===== src/rtl/i2c_apb_regs.sv =====
// APB3 register bank in front of the I2C core: control/timing registers, FIFO ports, interrupt capture.
// Define I2C_APB_RDWAIT_EN to give every read one wait state with a registered read sample.
module i2c_apb_regs #(
  parameter int          AW     = 8,
  parameter logic [31:0] T_RST  = 32'd100,
  parameter logic [13:0] DB_RST = 14'd10
) (
  input  logic          clk,
  input  logic          rstn,
  input  logic          psel,
  input  logic          penable,
  input  logic          pwrite,
  input  logic [AW-1:0] paddr,
  input  logic [31:0]   pwdata,
  output logic [31:0]   prdata,
  output logic          pready,
  output logic          pslverr,
  output logic          irq,
  output logic [7:0]    cr,
  output logic          cr_msms,
  output logic [9:0]    slv_adr,
  output logic          tx_fifo_wr,
  output logic [9:0]    tx_fifo_din,
  output logic          rx_fifo_rd,
  output logic [4:0]    rx_fifo_pirq,
  output logic [13:0]   debounce_cnt,
  output logic [31:0]   tsusta,
  output logic [31:0]   thdsta,
  output logic [31:0]   tsusto,
  output logic [31:0]   tsudat,
  output logic [31:0]   thddat,
  output logic [31:0]   tlow,
  output logic [31:0]   thigh,
  output logic [31:0]   tbuf,
  input  logic [7:0]    sr,
  input  logic [7:0]    irq_req,
  input  logic [4:0]    tx_fifo_ocy,
  input  logic [4:0]    rx_fifo_ocy,
  input  logic [7:0]    rx_fifo_dout
);

  localparam int IW = AW - 2;
  localparam logic [IW-1:0] A_GIE    = IW'(0);
  localparam logic [IW-1:0] A_ISR    = IW'(1);
  localparam logic [IW-1:0] A_IER    = IW'(2);
  localparam logic [IW-1:0] A_SOFTR  = IW'(3);
  localparam logic [IW-1:0] A_CR     = IW'(4);
  localparam logic [IW-1:0] A_SR     = IW'(5);
  localparam logic [IW-1:0] A_TXFIFO = IW'(6);
  localparam logic [IW-1:0] A_RXFIFO = IW'(7);
  localparam logic [IW-1:0] A_ADR    = IW'(8);
  localparam logic [IW-1:0] A_TXOCY  = IW'(9);
  localparam logic [IW-1:0] A_RXOCY  = IW'(10);
  localparam logic [IW-1:0] A_RXPIRQ = IW'(11);
  localparam logic [IW-1:0] A_DEB    = IW'(12);
  localparam logic [IW-1:0] A_TSUSTA = IW'(13);
  localparam logic [IW-1:0] A_TBUF   = IW'(20);

  logic [IW-1:0] idx;
  logic [1:0]    unused_paddr;
  logic          access, xfer, wr_en, mapped, is_tim, err, soft_go, soft_pulse;
  logic [2:0]    tm_sel;
  logic [31:0]   rd_val;
  logic [31:0]   tim [8];
  logic          gie;
  logic [7:0]    isr, ier, irq_req_d, isr_set, isr_clr;
  logic [9:0]    tx_din_q;

  assign idx          = paddr[AW-1:2];
  assign unused_paddr = paddr[1:0];
  assign access       = psel & penable;
  assign xfer         = access & pready;
  assign wr_en        = xfer & pwrite;
  assign mapped       = (idx <= A_TBUF);
  assign is_tim       = (idx >= A_TSUSTA) && (idx <= A_TBUF);
  assign tm_sel       = 3'(idx - A_TSUSTA);
  assign soft_go      = wr_en & (idx == A_SOFTR) & (pwdata[3:0] == 4'hA);

  assign err = ~mapped
             | (pwrite  & (idx == A_TXFIFO) & sr[4])
             | (~pwrite & (idx == A_RXFIFO) & sr[6])
             | (pwrite  & (idx == A_SOFTR)  & (pwdata[3:0] != 4'hA));
  assign pslverr = xfer & err;

  // FIFO strobes are qualified by rstn so a reset during the access cycle aborts them
  assign tx_fifo_wr  = rstn & wr_en & (idx == A_TXFIFO) & ~sr[4];
  assign rx_fifo_rd  = rstn & xfer & ~pwrite & (idx == A_RXFIFO) & ~sr[6];
  assign tx_fifo_din = tx_fifo_wr ? pwdata[9:0] : tx_din_q;

  assign isr_set = irq_req & ~irq_req_d;
  assign isr_clr = (wr_en && idx == A_ISR) ? pwdata[7:0] : 8'h00;

  always_comb begin
    rd_val = '0;
    case (idx)
      A_GIE:    rd_val[31]   = gie;
      A_ISR:    rd_val[7:0]  = isr;
      A_IER:    rd_val[7:0]  = ier;
      A_CR:     rd_val[7:0]  = cr;
      A_SR:     rd_val[7:0]  = sr;
      A_RXFIFO: rd_val[7:0]  = sr[6] ? 8'h00 : rx_fifo_dout;
      A_ADR:    rd_val[9:0]  = slv_adr;
      A_TXOCY:  rd_val[4:0]  = tx_fifo_ocy;
      A_RXOCY:  rd_val[4:0]  = rx_fifo_ocy;
      A_RXPIRQ: rd_val[4:0]  = rx_fifo_pirq;
      A_DEB:    rd_val[13:0] = debounce_cnt;
      default:  if (is_tim) rd_val = tim[tm_sel];
    endcase
  end

  always_ff @(posedge clk) begin
    if (!rstn) begin
      gie          <= 1'b0;
      isr          <= '0;
      ier          <= '0;
      cr           <= '0;
      slv_adr      <= '0;
      rx_fifo_pirq <= '0;
      debounce_cnt <= DB_RST;
      for (int i = 0; i < 8; i++) tim[i] <= T_RST;
      irq_req_d    <= '0;
      irq          <= 1'b0;
      soft_pulse   <= 1'b0;
      tx_din_q     <= '0;
    end else begin
      irq_req_d  <= irq_req;
      irq        <= gie & (|(isr & ier));
      soft_pulse <= soft_go;
      if (tx_fifo_wr) tx_din_q <= pwdata[9:0];
      if (soft_go) begin
        gie          <= 1'b0;
        isr          <= '0;
        ier          <= '0;
        cr           <= 8'h02;
        slv_adr      <= '0;
        rx_fifo_pirq <= '0;
        debounce_cnt <= DB_RST;
        for (int i = 0; i < 8; i++) tim[i] <= T_RST;
      end else begin
        // a set edge in the same cycle as a W1C clear wins
        isr <= (isr & ~isr_clr) | isr_set;
        if (soft_pulse) cr <= 8'h00;
        if (wr_en) begin
          case (idx)
            A_GIE:    gie          <= pwdata[31];
            A_IER:    ier          <= pwdata[7:0];
            A_CR:     cr           <= pwdata[7:0];
            A_ADR:    slv_adr      <= pwdata[9:0];
            A_RXPIRQ: rx_fifo_pirq <= pwdata[4:0];
            A_DEB:    debounce_cnt <= pwdata[13:0];
            default:  if (is_tim) tim[tm_sel] <= pwdata;
          endcase
        end
      end
    end
  end

  assign cr_msms = cr[2];
  assign tsusta  = tim[0];
  assign thdsta  = tim[1];
  assign tsusto  = tim[2];
  assign tsudat  = tim[3];
  assign thddat  = tim[4];
  assign tlow    = tim[5];
  assign thigh   = tim[6];
  assign tbuf    = tim[7];

`ifdef I2C_APB_RDWAIT_EN
  logic        rd_wait;
  logic [31:0] rd_hold;

  // first read cycle samples the data, second cycle completes it
  always_ff @(posedge clk) begin
    if (!rstn) begin
      rd_wait <= 1'b0;
      rd_hold <= '0;
    end else begin
      rd_wait <= access & ~pwrite & ~rd_wait;
      if (access & ~pwrite & ~rd_wait) rd_hold <= rd_val;
    end
  end

  assign pready = access & (pwrite | rd_wait);
  assign prdata = (xfer & ~pwrite) ? rd_hold : 32'h0;
`else
  assign pready = access;
  assign prdata = (xfer & ~pwrite) ? rd_val : 32'h0;
`endif

endmodule


===== config.mk =====
export PLATFORM = sky130hd
export DESIGN_NAME = i2c_apb_regs
export DESIGN_NICKNAME = d
export VERILOG_FILES = /design/src/rtl/i2c_apb_regs.sv
export SDC_FILE = /design/constraint.sdc
export NUM_CORES = 1
export LEC_CHECK = 0
export BUFFER_PORTS_ARGS = -buffer_cell sky130_fd_sc_hd__buf_4
export CAP_MARGIN = 20
export CORE_UTILIZATION = 58
export CTS_CLUSTER_SIZE = 30
export DETAILED_ROUTE_END_ITERATION = 8
export PLACE_DENSITY_LB_ADDON = 0.3
export SYNTH_ARGS = -nofsm -noshare
export SYNTH_HDL_FRONTEND = slang
export SYNTH_SLANG_ARGS = --single-unit

===== constraint.sdc =====
create_clock -name clk -period 17.11 [get_ports clk]
set_clock_uncertainty 0.05 [all_clocks]
set_input_delay 2.5665 -clock clk [delete_from_list [all_inputs] [get_ports clk]]
set_output_delay 2.5665 -clock clk [all_outputs]
set_load 0.03 [all_outputs]

### Word-level counts from Yosys, hierarchy flattened

Memory sizes are Yosys's and may differ from the RTL's.
Cells that the tools add are included.
W data, S select, Z words.

* word-level logic and storage cells: 125
* register bits: 74
* bits in writable memories: 256
* memories: 1

* bitwise operators: 42
* reduce and logical (&&, ||, !) cells: 17
* add/subtract/negate cells: 1
* muxes and demuxes: 36
* eq/ne operators: 14
* $lt $le $gt $ge: 2

Memories
* tim: words 8, bits a word 32, rd ports 9, clocked after memory_dff 0, write ports 8, RTL line 64 `logic [31:0] tim [8];`

Operator list (count)
* $mux W32: 11
* $pmux W5 S11: 1
* $mux W8: 5
* $reduce_or A32 Y1: 1
* $eq A6 B4 Y1 const B: 5
* $and A8 B8 Y8: 3
* $eq A6 B3 Y1 const B: 4
* $pmux W3 S8: 1
* $and A1 B1 Y1: 20
* $reduce_or A10 Y1: 2
* $mux W17: 1
* $not A8 Y8: 2
* $eq A6 B2 Y1 const B: 2
* $mux W1: 11
* $or A1 B1 Y1: 11
* $reduce_or A11 Y1: 1
* $mux W10: 1
* $reduce_and A2 Y1: 5
* $reduce_or A9 Y1: 1
* $or A8 B8 Y8: 1
* $pmux W4 S2: 1
* $reduce_or A8 Y1: 1
* $eq A6 B1 Y1 const B: 1
* $ge A6 B4 Y1 const B: 1
* 14 further kinds: 19

### Depth between registers and ports, before layout

Gate-level depths: netlist of run 1.

* word-level depth: 10
* mapped depth: 15
* gate-level depth less buffers: 7

### Worst setup path before layout of run 1

OpenSTA, ideal clock, no wires.

* path type: in2out
* start point: in paddr[2]
* end point: out prdata[18]
* arrival time: 5.834 ns
* stages on the path: 13
* data required time: 14.493 ns
* slack: 8.660 ns
* cell sequence: buf_2 buf_2 inv_1 buf_2 clkbuf_1 ha_1 buf_2 nor2b_4 nor3b_2 o22a_2 or4b_1 buf_4 a211oi_1

* cells in the longest elaborated chain, start to end: 5
* elaborated cells on any way between the ends: 20
* those cells by class: add/sub (1); order compare (2); eq/ne (10); mux (3); reduce/logical (3); memory (1)

Ends and longest elaborated chain
* start, declared: RTL line 13 `input logic [AW-1:0] paddr,`
* $sub A3 B3 Y3, or another cell as far along: RTL line 76 `assign tm_sel = 3'(idx - A_TSUSTA);`
* $mem_v2 Z8 W32 or $logic_and A1 B1 Y1 (tied branches)
* $mux W32: RTL line 107 `default: if (is_tim) rd_val = tim[tm_sel];`
* $mux W17 *: RTL line 95 `case (idx)`
* $mux W32 *: RTL line 187 `assign prdata = (xfer & ~pwrite) ? rd_val : 32'h0;`
* end, declared: RTL line 15 `output logic [31:0] prdata,`

Every way passes the cells marked *; elsewhere a longest branch is shown, timed or not.

### Worst setup path after layout of run 1

Same ends and word-level chain as after synthesis.

==> qor.txt, run 1 <==
Data arrival time of the critical path - 6.26 ns
Area Overhead vs Synth - 26.2%
Count of maximum capacitance violations - 0
Internal - 1.44 mW
Final setup TNS - 0 ns
Full die area - 29100 um^2
Cts bufs inserted - 36
Min-delay worst type - reg -> reg
Setup violation total in the final timing report - 0
Iteration count of the initial detailed-routing pass - 8
Simple-gate share of the synthesized area - 0.221
Leftover overflow at the end of global routing - 0
Multiplexer fraction of the synthesized cell area - 0.101
Clk sink count - 330
Number of vias per cell - 6.49
Library cell with the largest summed area after synthesis - sky130_fd_sc_hd__edfxtp_1
Die Span Y - 171 um
Count of boundary I/O pins - 420
Final hold slack - 0.438 ns
Fraction of power spent switching nets - 0.285
Post-route antenna net violation count - 0
Area share of xor/xnor cells in the synthesized design - 0.00152
Antenna Diode Count - 0
Adder-cell share of the synthesized area - 0.00304
Most common cell in the synthesized netlist - sky130_fd_sc_hd__nor2_1
Number of cells upsized or downsized after cts - 0
Unrepaired setup endpoints after global routing - false
Netlist cell types - 71
Main flop type after synthesis - sky130_fd_sc_hd__edfxtp_1
DRT Wirelength - 59.1 mm
Slew @ Worst Pin - 1.15 ns
Synth Instances - 1575
Clock Tree Root - sky130_fd_sc_hd__clkbuf_16
H-tree Lvls - 2
Fin. Hold Viols - 0
Category of the critical setup timing path - in -> out
Final Critical Period - 8.87 ns
Post-DP HPWL - 37.9 mm
Share of synthesized registers carrying an async set or reset - 0
Maximum fanout count along the critical path - 67
Synth cell count leaders - sky130_fd_sc_hd__nor2_1, sky130_fd_sc_hd__edfxtp_1, sky130_fd_sc_hd__nand3_1
VDD IR-drop max - 101 uV
Largest net degree at the start of global routing - 122
Syn nets - 1658
Via count of the first global-routing pass - 14.2k
DRT iter0 DRCs - 2172
Post-CTS Setup Bufs - 0
DIE WIDTH - 171 um
Fraction of post-synthesis cell area in the top cell type by area - 0.466
Clock power frac - 0.377
Warnings, synthesis - 0
Final slew viol count - 0
Post-cts hold buffer count - 0
Endpoint class of the critical path - output pin
Headroom to the max-slew limit - 0.232
Part of the total power dissipated in combinational logic - 0.164
Share of the cycle needed by the critical path after routing - 0.519
Wire length per cell - 25.8 um
Dominant combinational cell family by area after synthesis - simple AND/OR/NAND/NOR gates
Register bit count reported by yosys - 330
Area of the placeable core - 27900 um^2
Weighted congestion reported at the end of routability-driven placement - 0.970
Dominant cells by area after synthesis - sky130_fd_sc_hd__edfxtp_1, sky130_fd_sc_hd__dfxtp_1, sky130_fd_sc_hd__nor2_1, sky130_fd_sc_hd__nand3_1, sky130_fd_sc_hd__mux4_2
Max Clock Freq - 0.113 GHz
Initial core utilization - 0.592
Fraction of the yosys area taken by sequential cells - 0.556
Post-synthesis compound-gate area fraction - 0.0644
Number of enable flip-flop cells after synthesis - 256
Leakage power summed over all cells - 7.64 nW
Clock-pin slew on the worst setup and hold paths - 0.06 ns
Netlist Area Pre-Place - 16500 um^2
Total global-route track usage - 0.402
Clock tree from TritonCTS - built
First-pass GRT wire length - 86.7 mm
Fraction of layout cells with a size suffix above 1 - 0.311
NumNets Final - 1964
Switching component of the power - 0.574 mW
Routed via count - 14.8k
Category of the worst setup path launch point - primary input
Total of buffers placed on input and output ports - 417
Antenna violations before repair - 0
Clock insertion delay at the later pin of the skew report - 0.53 ns
Outcome - finished clean
Detailed-route DRC error count - 0
Power per Cell Area - 96.6 nW/um^2
Number of placement rows - 61
Syn avg cell area - 10.5 um^2
Number of buffers on the longest clock path - 3
Worst endpoint required time - 14.49 ns
Register share of total power - 0.459
-- power by group through the flow --
| stage | Clock (mW) | Combinational (mW) | Sequential (mW) |
|---|---|---|---|
| after CTS | 0.755 | 0.323 | 0.921 |
| after detailed placement | 0 | 0.322 | 0.937 |
| after global placement | 0 | 0.318 | 0.935 |
| after floorplan | 0 | 0.130 | 0.999 |
| final | 0.758 | 0.329 | 0.922 |
| after global routing | 0.786 | 0.342 | 0.924 |
-- worst max-delay path, cell delays in order --
cell	delay [ns]
sky130_fd_sc_hd__buf_4	0.32
sky130_fd_sc_hd__inv_1	0.07
sky130_fd_sc_hd__buf_4	0.30
sky130_fd_sc_hd__ha_4	0.63
sky130_fd_sc_hd__buf_4	0.81
sky130_fd_sc_hd__nand2b_1	0.62
sky130_fd_sc_hd__o221ai_1	0.19
sky130_fd_sc_hd__a211oi_1	0.44
sky130_fd_sc_hd__buf_4	0.24
-- sequential cells by signal, indices dropped and copies added, names as in the netlist --
signal,cells
soft_pulse,1
debounce_cnt,14
ier,8
tim,256
tx_din_q,10
cr,8
gie,1
irq,1
isr,8
slv_adr,10
irq_req_d,8
rx_fifo_pirq,5
-- cell families (layout without fill, tap and decap cells) --
logic type / count (synthesis) / count (layout)
simple gates: 783 / 783
flops: 330 / 330
buf+inv: 187 / 520
compound gates: 153 / 153
mux: 116 / 116
fa+ha+maj: 4 / 4
xor+xnor: 2 / 2
-- layout by cell type, fill, tap and decap left out, drive strengths merged, types with 26 or more instances in the layout --
cell type    n
mux4        38
edfxtp     256
buf        441
nand3      217
dfxtp       74
clkbuf      42
nor2       315
nand2      119
mux2i       58
a21oi       41
nor3        26
-- cell type report --
cell class / count / area [um^2]
Tap cell: 378 / 473
Multi-Input combinational cell: 1058 / 6650
Sequential cell: 330 / 9170
Inverter: 14 / 52.6
Clock inverter: 23 / 174
Clock buffer: 42 / 955
Fill cell: 1919 / 7050
Timing Repair Buffer: 441 / 3340
-- stage by stage --
step | utilization | cell area [um^2] | power, mW | cells | worst slack, ns
6_report | 0.747 | 20800 | 2.01 | 2286 | 8.24
4_1_cts | 0.745 | 20800 | 2.00 | 2284 | 8.34
3_5_place_dp | 0.705 | 19600 | 1.26 | 2219 | 8.34
3_3_place_gp | 0.705 | 19600 | 1.25 | 2219 | 8.37
5_1_grt | 0.747 | 20800 | 2.05 | 2286 | 8.19
2_1_floorplan | - | 16500 | 1.13 | 1575 | 8.66
-- metal layers --
layer / up-vias / share of wire / wire [um] / track usage
met4: 0 / 0.056 / 3320 / 0.217
met5: - / 0 / 0 / 0
met2: 1296 / 0.47 / 27600 / 0.632
met3: 212 / 0.14 / 8020 / 0.0967
met1: 7039 / 0.34 / 20100 / 0.516
li1: 6293 / - / - / -
-- worst paths after layout --
kind | start | end | slack [ns] | cells after the start
min reg2reg | slv_adr[9] | slv_adr[9] | 0.44 | 2
max | paddr[2] | prdata[18] | 8.24 | 9
max reg2reg | soft_pulse | cr[2] | 16.10 | 3
min | slv_adr[9] | slv_adr[9] | 0.44 | 2
Note: power is estimated with default switching activity, not from simulation.
==> run 2: changes to the inputs <==
--- a/config.mk
+++ b/config.mk
@@ -7,7 +7,7 @@
 export LEC_CHECK = 0
 export BUFFER_PORTS_ARGS = -buffer_cell sky130_fd_sc_hd__buf_4
 export CAP_MARGIN = 20
-export CORE_UTILIZATION = 58
+export CORE_UTILIZATION = 49
 export CTS_CLUSTER_SIZE = 30
 export DETAILED_ROUTE_END_ITERATION = 8
 export PLACE_DENSITY_LB_ADDON = 0.3
==> constraint.sdc (replaced) <==
create_clock -name clk -period 7.5 [get_ports clk]
set_clock_uncertainty 0.05 [all_clocks]
set_input_delay 1.125 -clock clk [delete_from_list [all_inputs] [get_ports clk]]
set_output_delay 1.125 -clock clk [all_outputs]
set_load 0.03 [all_outputs]
==> run 2 against run 1 <==
Effect of this change:
- clock power rose by 130%
- final cell count rose by 2.6%
- critical endpoint is now prdata[7]
- combinational power rose by 130%
- largest power group unchanged
- utilization fell by 11 points
- wire length rose by 0.14%
- critical path depth did not move
- flip-flop and latch count did not move
- die area rose by 18%
- final area rose by 0.11%
==> qor.txt, run 2 (same netlist as run 1, synthesis figures left out) <==
Unrepaired setup endpoints after global routing - false
Cts bufs inserted - 36 (unchanged)
Count of maximum capacitance violations - 0 (unchanged)
Maximum fanout count along the critical path - 27 (-60%)
Share of the cycle needed by the critical path after routing - 0.766
Number of vias per cell - 6.27 (-3.4%)
Number of buffers on the longest clock path - 3 (unchanged)
Initial core utilization - 0.503 (-0.0889)
Die Span Y - 185 um (+8.7%)
Wire length per cell - 25.2 um (-2.4%)
Endpoint class of the critical path - output pin
Leftover overflow at the end of global routing - 0 (unchanged)
Worst endpoint required time - 6.32 ns (-8.17 ns)
Count of boundary I/O pins - 420 (unchanged)
Max Clock Freq - 0.174 GHz
Full die area - 34400 um^2 (+18%)
Non-filler instance count after layout - 2346 (+2.6%)
Fraction of layout cells with a size suffix above 1 - 0.305 (-0.00565)
Leakage power summed over all cells - 7.59 nW (-0.58%)
Setup violation total in the final timing report - 0 (unchanged)
Category of the critical setup timing path - in -> out
Area Overhead vs Synth - 26.4%
Post-Place Cells - 2282 (+2.8%)
Total of buffers placed on input and output ports - 417 (unchanged)
H-tree Lvls - 2 (unchanged)
Slew @ Worst Pin - 1.10 ns (-0.0457 ns)
Final setup TNS - 0 ns (unchanged)
Post-CTS Setup Bufs - 0 (unchanged)
Number of placement rows - 66 (+8.2%)
Switching component of the power - 1.29 mW (+130%)
Headroom to the max-slew limit - 0.263 (+0.0306)
Clk sink count - 330 (unchanged)
Most common cell after layout, fill and taps aside - sky130_fd_sc_hd__buf_4
Largest net degree at the start of global routing - 145 (+19%)
Antenna Diode Count - 0 (unchanged)
Fraction of power spent switching nets - 0.283 (-0.00228)
Power per Cell Area - 219 nW/um^2 (+130%)
Final slew viol count - 0 (unchanged)
Clock Tree Root - sky130_fd_sc_hd__clkbuf_16
Final Critical Period - 5.74 ns
Iteration count of the initial detailed-routing pass - 8 (unchanged)
Internal - 3.27 mW (+130%)
Register share of total power - 0.461 (+0.002)
Clock power frac - 0.374 (-0.003)
Post-route antenna net violation count - 0 (unchanged)
Weighted congestion reported at the end of routability-driven placement - 0.930 (-4.1%)
Flip-flop count of the largest register, all copies and words added - 256 (unchanged)
Largest reg by FF count - tim
Most used cells in the layout excluding fill and tap cells - sky130_fd_sc_hd__buf_4, sky130_fd_sc_hd__nor2_1, sky130_fd_sc_hd__edfxtp_1, sky130_fd_sc_hd__nand3_1, sky130_fd_sc_hd__nand2_1
Antenna violations before repair - 0 (unchanged)
Total global-route track usage - 0.338 (-0.0640)
Clock-pin slew on the worst setup and hold paths - 0.06 ns (about the same)
Layout fillers - 2600 (+35%)
Number of cells upsized or downsized after cts - 0 (unchanged)
First-pass GRT wire length - 86.0 mm (-0.89%)
DRT Wirelength - 59.1 mm (+0.14%)
Utilization of the core after routing - 0.635 (-0.112)
Detailed-route DRC error count - 0 (unchanged)
DRT iter0 DRCs - 1860 (-14%)
Area of the placeable core - 32800 um^2 (+18%)
Clock insertion delay at the later pin of the skew report - 0.51 ns (-0.02 ns)
Min-delay worst type - reg -> reg
Data arrival time of the critical path - 4.57 ns (-1.69 ns)
DIE WIDTH - 185 um (+8.7%)
Routed via count - 14.7k (-0.88%)
Via count of the first global-routing pass - 13.7k (-3.3%)
Part of the total power dissipated in combinational logic - 0.165 (about the same)
Clock tree from TritonCTS - built
Power consumption - 4.56 mW (+130%)
Category of the worst setup path launch point - primary input
Outcome - finished clean
Post-cts hold buffer count - 0 (unchanged)
Post-DP HPWL - 38.4 mm (+1.2%)
VDD IR-drop max - 184 uV (+83%)
NumNets Final - 1961 (-0.15%)
Registers with the highest flip-flop counts - tim x256, debounce_cnt x14
Place WS - 1.77 ns (-6.56 ns)
Worst path setup slack after routing - 1.76 ns (-6.48 ns)
Fin. Hold Viols - 0 (unchanged)
run 2: worst max-delay path, cell delays in order:
cell and delay, ns:
sky130_fd_sc_hd__buf_4 0.31, sky130_fd_sc_hd__inv_1 0.33, sky130_fd_sc_hd__ha_4 0.33, sky130_fd_sc_hd__nor2b_1 0.15, sky130_fd_sc_hd__nor3_1 0.14, sky130_fd_sc_hd__o22a_2 0.33
sky130_fd_sc_hd__or4b_2 1.11, sky130_fd_sc_hd__o32ai_2 0.48, sky130_fd_sc_hd__buf_4 0.23
run 2: per-layer routing:
metal	wire, um	track usage	vias to the layer above
li1	-	-	6275
met1	21500	0.442	7196
met2	27600	0.537	1077
met3	7200	0.0755	161
met4	2790	0.152	0
met5	0	0	-
run 2: area by class of cell:
class / count / area, um^2 / share of cell area
clock buffer: 50 / 975 / 0.0468
clock inverter: 14 / 123 / 0.00589
inverter: 14 / 52.6 / 0.00252
multi-input combinational: 1058 / 6650 / 0.319
sequential: 330 / 9170 / 0.440
tap: 442 / 553 / 0.0265
timing repair buffer: 438 / 3310 / 0.159
run 2: final timing paths:
| kind | start | end | slack [ns] | cells after the start |
|---|---|---|---|---|
| setup reg to reg | soft_pulse | cr[3] | 6.54 | 3 |
| hold / removal | slv_adr[4] | slv_adr[4] | 0.43 | 2 |
| hold reg to reg | slv_adr[4] | slv_adr[4] | 0.43 | 2 |
| setup / recovery | paddr[2] | prdata[7] | 1.76 | 9 |
run 2: stage by stage:
stage	hold WS [ns]	area, um^2
after floorplan	0.378	16500
after global placement	0.410	19700
after detailed placement	0.418	19700
after CTS	0.426	20800
after global routing	0.450	20800
final	0.432	20800
run 2: power by group through the flow:
stage          registers (mW)  logic [mW]  clock network [mW]
2_1_floorplan            2.28       0.296                   0
3_3_place_gp             2.13       0.738                   0
3_5_place_dp             2.14       0.745                   0
4_1_cts                  2.10       0.747                1.71
5_1_grt                  2.11       0.789                1.78
6_report                 2.10       0.754                1.71
==> run 3: changes to the inputs <==
--- a/config.mk
+++ b/config.mk
@@ -7,7 +7,7 @@
 export LEC_CHECK = 0
 export BUFFER_PORTS_ARGS = -buffer_cell sky130_fd_sc_hd__buf_4
 export CAP_MARGIN = 20
-export CORE_UTILIZATION = 49
+export CORE_UTILIZATION = 54
 export CTS_CLUSTER_SIZE = 30
 export DETAILED_ROUTE_END_ITERATION = 8
 export PLACE_DENSITY_LB_ADDON = 0.3
==> constraint.sdc (replaced) <==
create_clock -name clk -period 5.3 [get_ports clk]
set_clock_uncertainty 0.05 [all_clocks]
set_input_delay 0.795 -clock clk [delete_from_list [all_inputs] [get_ports clk]]
set_output_delay 0.795 -clock clk [all_outputs]
set_load 0.03 [all_outputs]
==> run 3 against run 2 <==
Effect of this change:
- register-to-register slack lost 2.2 ns
- clock-buffer cell count is 4 lower
- worst setup slack worse by 0.99 ns
- sequential power grew 42%
- combinational power up 42%
- final area increased by 0.46%
- die area decreased by 9.2%
- final cell count down 2.0%
- critical endpoint is now prdata[5]
- wire length is 0.38% lower
- flip-flop and latch count stayed put
- critical path depth rose by 1
==> qor.txt, run 3 (same netlist as run 1, synthesis figures left out) <==
Fin. Hold Viols - 0 (unchanged)
Clock tree from TritonCTS - built
DRT Wirelength - 58.9 mm (-0.38%)
Endpoint class of the critical path - output pin
Number of vias per cell - 6.47 (+3.2%)
Wire length per cell - 25.6 um (+1.7%)
Iteration count of the initial detailed-routing pass - 6 (-2)
VDD IR-drop max - 300 uV (+63%)
Most common cell after layout, fill and taps aside - sky130_fd_sc_hd__buf_4
Register share of total power - 0.451 (-0.010)
Min-delay worst type - reg -> reg
Post-Place Cells - 2238 (-1.9%)
Final hold slack - 0.437 ns (+0.00473 ns)
Most used cells in the layout excluding fill and tap cells - sky130_fd_sc_hd__buf_4, sky130_fd_sc_hd__nor2_1, sky130_fd_sc_hd__edfxtp_1, sky130_fd_sc_hd__nand3_1, sky130_fd_sc_hd__nand2_1
Count of boundary I/O pins - 420 (unchanged)
Flip-flop count of the largest register, all copies and words added - 256 (unchanged)
Die Span Y - 177 um (-4.7%)
Fraction of layout cells with a size suffix above 1 - 0.311 (+0.00601)
Initial core utilization - 0.552 (+0.0490)
Final slew viol count - 0 (unchanged)
Largest reg by FF count - tim
Fraction of power spent switching nets - 0.278 (-0.00510)
H-tree Lvls - 2 (unchanged)
Clk sink count - 330 (unchanged)
Final Critical Period - 4.53 ns
Data arrival time of the critical path - 3.68 ns (-0.89 ns)
Total of buffers placed on input and output ports - 417 (unchanged)
Max Clock Freq - 0.221 GHz
Category of the critical setup timing path - in -> out
Utilization of the core after routing - 0.701 (+0.0651)
Part of the total power dissipated in combinational logic - 0.162 (-0.003)
Antenna violations before repair - 0 (unchanged)
Internal - 4.76 mW (+46%)
Non-filler instance count after layout - 2299 (-2.0%)
Cts bufs inserted - 36 (unchanged)
Weighted congestion reported at the end of routability-driven placement - 0.962 (+3.4%)
Critical Path, Cell by Cell - buf_4 > inv_1 > buf_4 > ha_1 > or4b_4 > nor2_2 > or4b_2 > buf_4 > o32ai_2 > buf_4
Number of buffers on the longest clock path - 3 (unchanged)
Area Overhead vs Synth - 26.9%
Number of cells upsized or downsized after cts - 0 (unchanged)
Post-CTS Setup Bufs - 0 (unchanged)
DRT iter0 DRCs - 2111 (+13%)
Unrepaired setup endpoints after global routing - false
Leakage power summed over all cells - 7.69 nW (+1.2%)
Outcome - finished clean
Slew @ Worst Pin - 1.08 ns (-0.0217 ns)
Routed via count - 14.9k (+1.2%)
Via count of the first global-routing pass - 14.1k (+2.8%)
Category of the worst setup path launch point - primary input
NumNets Final - 1969 (+0.41%)
Place WS - 0.804 ns (-0.969 ns)
Post-cts hold buffer count - 0 (unchanged)
Switching component of the power - 1.83 mW (+42%)
Power per Cell Area - 315 nW/um^2 (+44%)
Highest-delay cell along the critical path - sky130_fd_sc_hd__or4b_2
Clock Tree Root - sky130_fd_sc_hd__clkbuf_16
Post-DP HPWL - 38.0 mm (-1.0%)
Clock insertion delay at the later pin of the skew report - 0.52 ns (about the same)
Maximum fanout count along the critical path - 24 (-11%)
Headroom to the max-slew limit - 0.277 (+0.0145)
Total global-route track usage - 0.371 (+0.0329)
First-pass GRT wire length - 86.5 mm (+0.63%)
Leftover overflow at the end of global routing - 0 (unchanged)
Post-route antenna net violation count - 0 (unchanged)
Worst path setup slack after routing - 0.770 ns (-0.986 ns)
Area of the placeable core - 29900 um^2 (-8.9%)
Most repeated library cell on the critical path - sky130_fd_sc_hd__buf_4
Full die area - 31200 um^2 (-9.2%)
Worst endpoint required time - 4.45 ns (-1.87 ns)
Setup violation total in the final timing report - 0 (unchanged)
Clock power frac - 0.387 (+0.013)
Clock-pin slew on the worst setup and hold paths - 0.06 ns (about the same)
Largest incremental delay on the critical path - 0.77 ns (-0.34 ns)
Number of placement rows - 63 (-4.5%)
Count of maximum capacitance violations - 0 (unchanged)
Final setup TNS - 0 ns (unchanged)
DIE WIDTH - 177 um (-4.7%)
Largest net degree at the start of global routing - 111 (-23%)
Antenna Diode Count - 0 (unchanged)
Registers with the highest flip-flop counts - tim x256, debounce_cnt x14
Detailed-route DRC error count - 0 (unchanged)
Share of the cycle needed by the critical path after routing - 0.855
run 3: worst max-delay path: cells and delay by family:
family / cells / cell delay, ns
compound gates: 1 / 0.41
fa+ha+maj: 1 / 0.30
buf+inv: 5 / 1.03
simple gates: 3 / 1.12
run 3: through the flow:
step,area [um^2],total power [mW]
2_1_floorplan,16500,3.64
3_3_place_gp,19800,4.06
3_5_place_dp,19800,4.08
4_1_cts,20900,6.57
5_1_grt,20900,6.73
6_report,20900,6.60
run 3: power groups by stage:
stage | sequential (mW) | clock, mW | combinational [mW]
floorplan | 3.23 | 0 | 0.419
global placement | 3.02 | 0 | 1.04
CTS | 2.97 | 2.55 | 1.05
detailed placement | 3.03 | 0 | 1.05
finish | 2.98 | 2.55 | 1.07
global route | 2.99 | 2.63 | 1.11
run 3: worst paths after layout:
kind | start | to | depth (start not counted) | slack (ns)
hold / removal | slv_adr[5] | slv_adr[5] | 2 | 0.44
setup / recovery | paddr[2] | prdata[5] | 10 | 0.77
setup reg to reg | soft_pulse | cr[6] | 3 | 4.31
hold reg to reg | slv_adr[5] | slv_adr[5] | 2 | 0.44
run 3: metal layers:
metal / GRT usage / routed length, um / up-vias
met5: 0 / 0 / -
met4: 0.175 / 2880 / 0
met3: 0.0812 / 7620 / 187
met2: 0.579 / 27000 / 1230
met1: 0.494 / 21400 / 7177
li1: - / - / 6286
run 3: layout make-up:
cell class                      instances  area, um^2
Tap cell                              390         488
Timing Repair Buffer                  446        3400
Fill cell                            2137        8950
Clock inverter                         15         181
Sequential cell                       330        9170
Clock buffer                           46         991
Multi-Input combinational cell       1058        6650
Inverter                               14        52.6
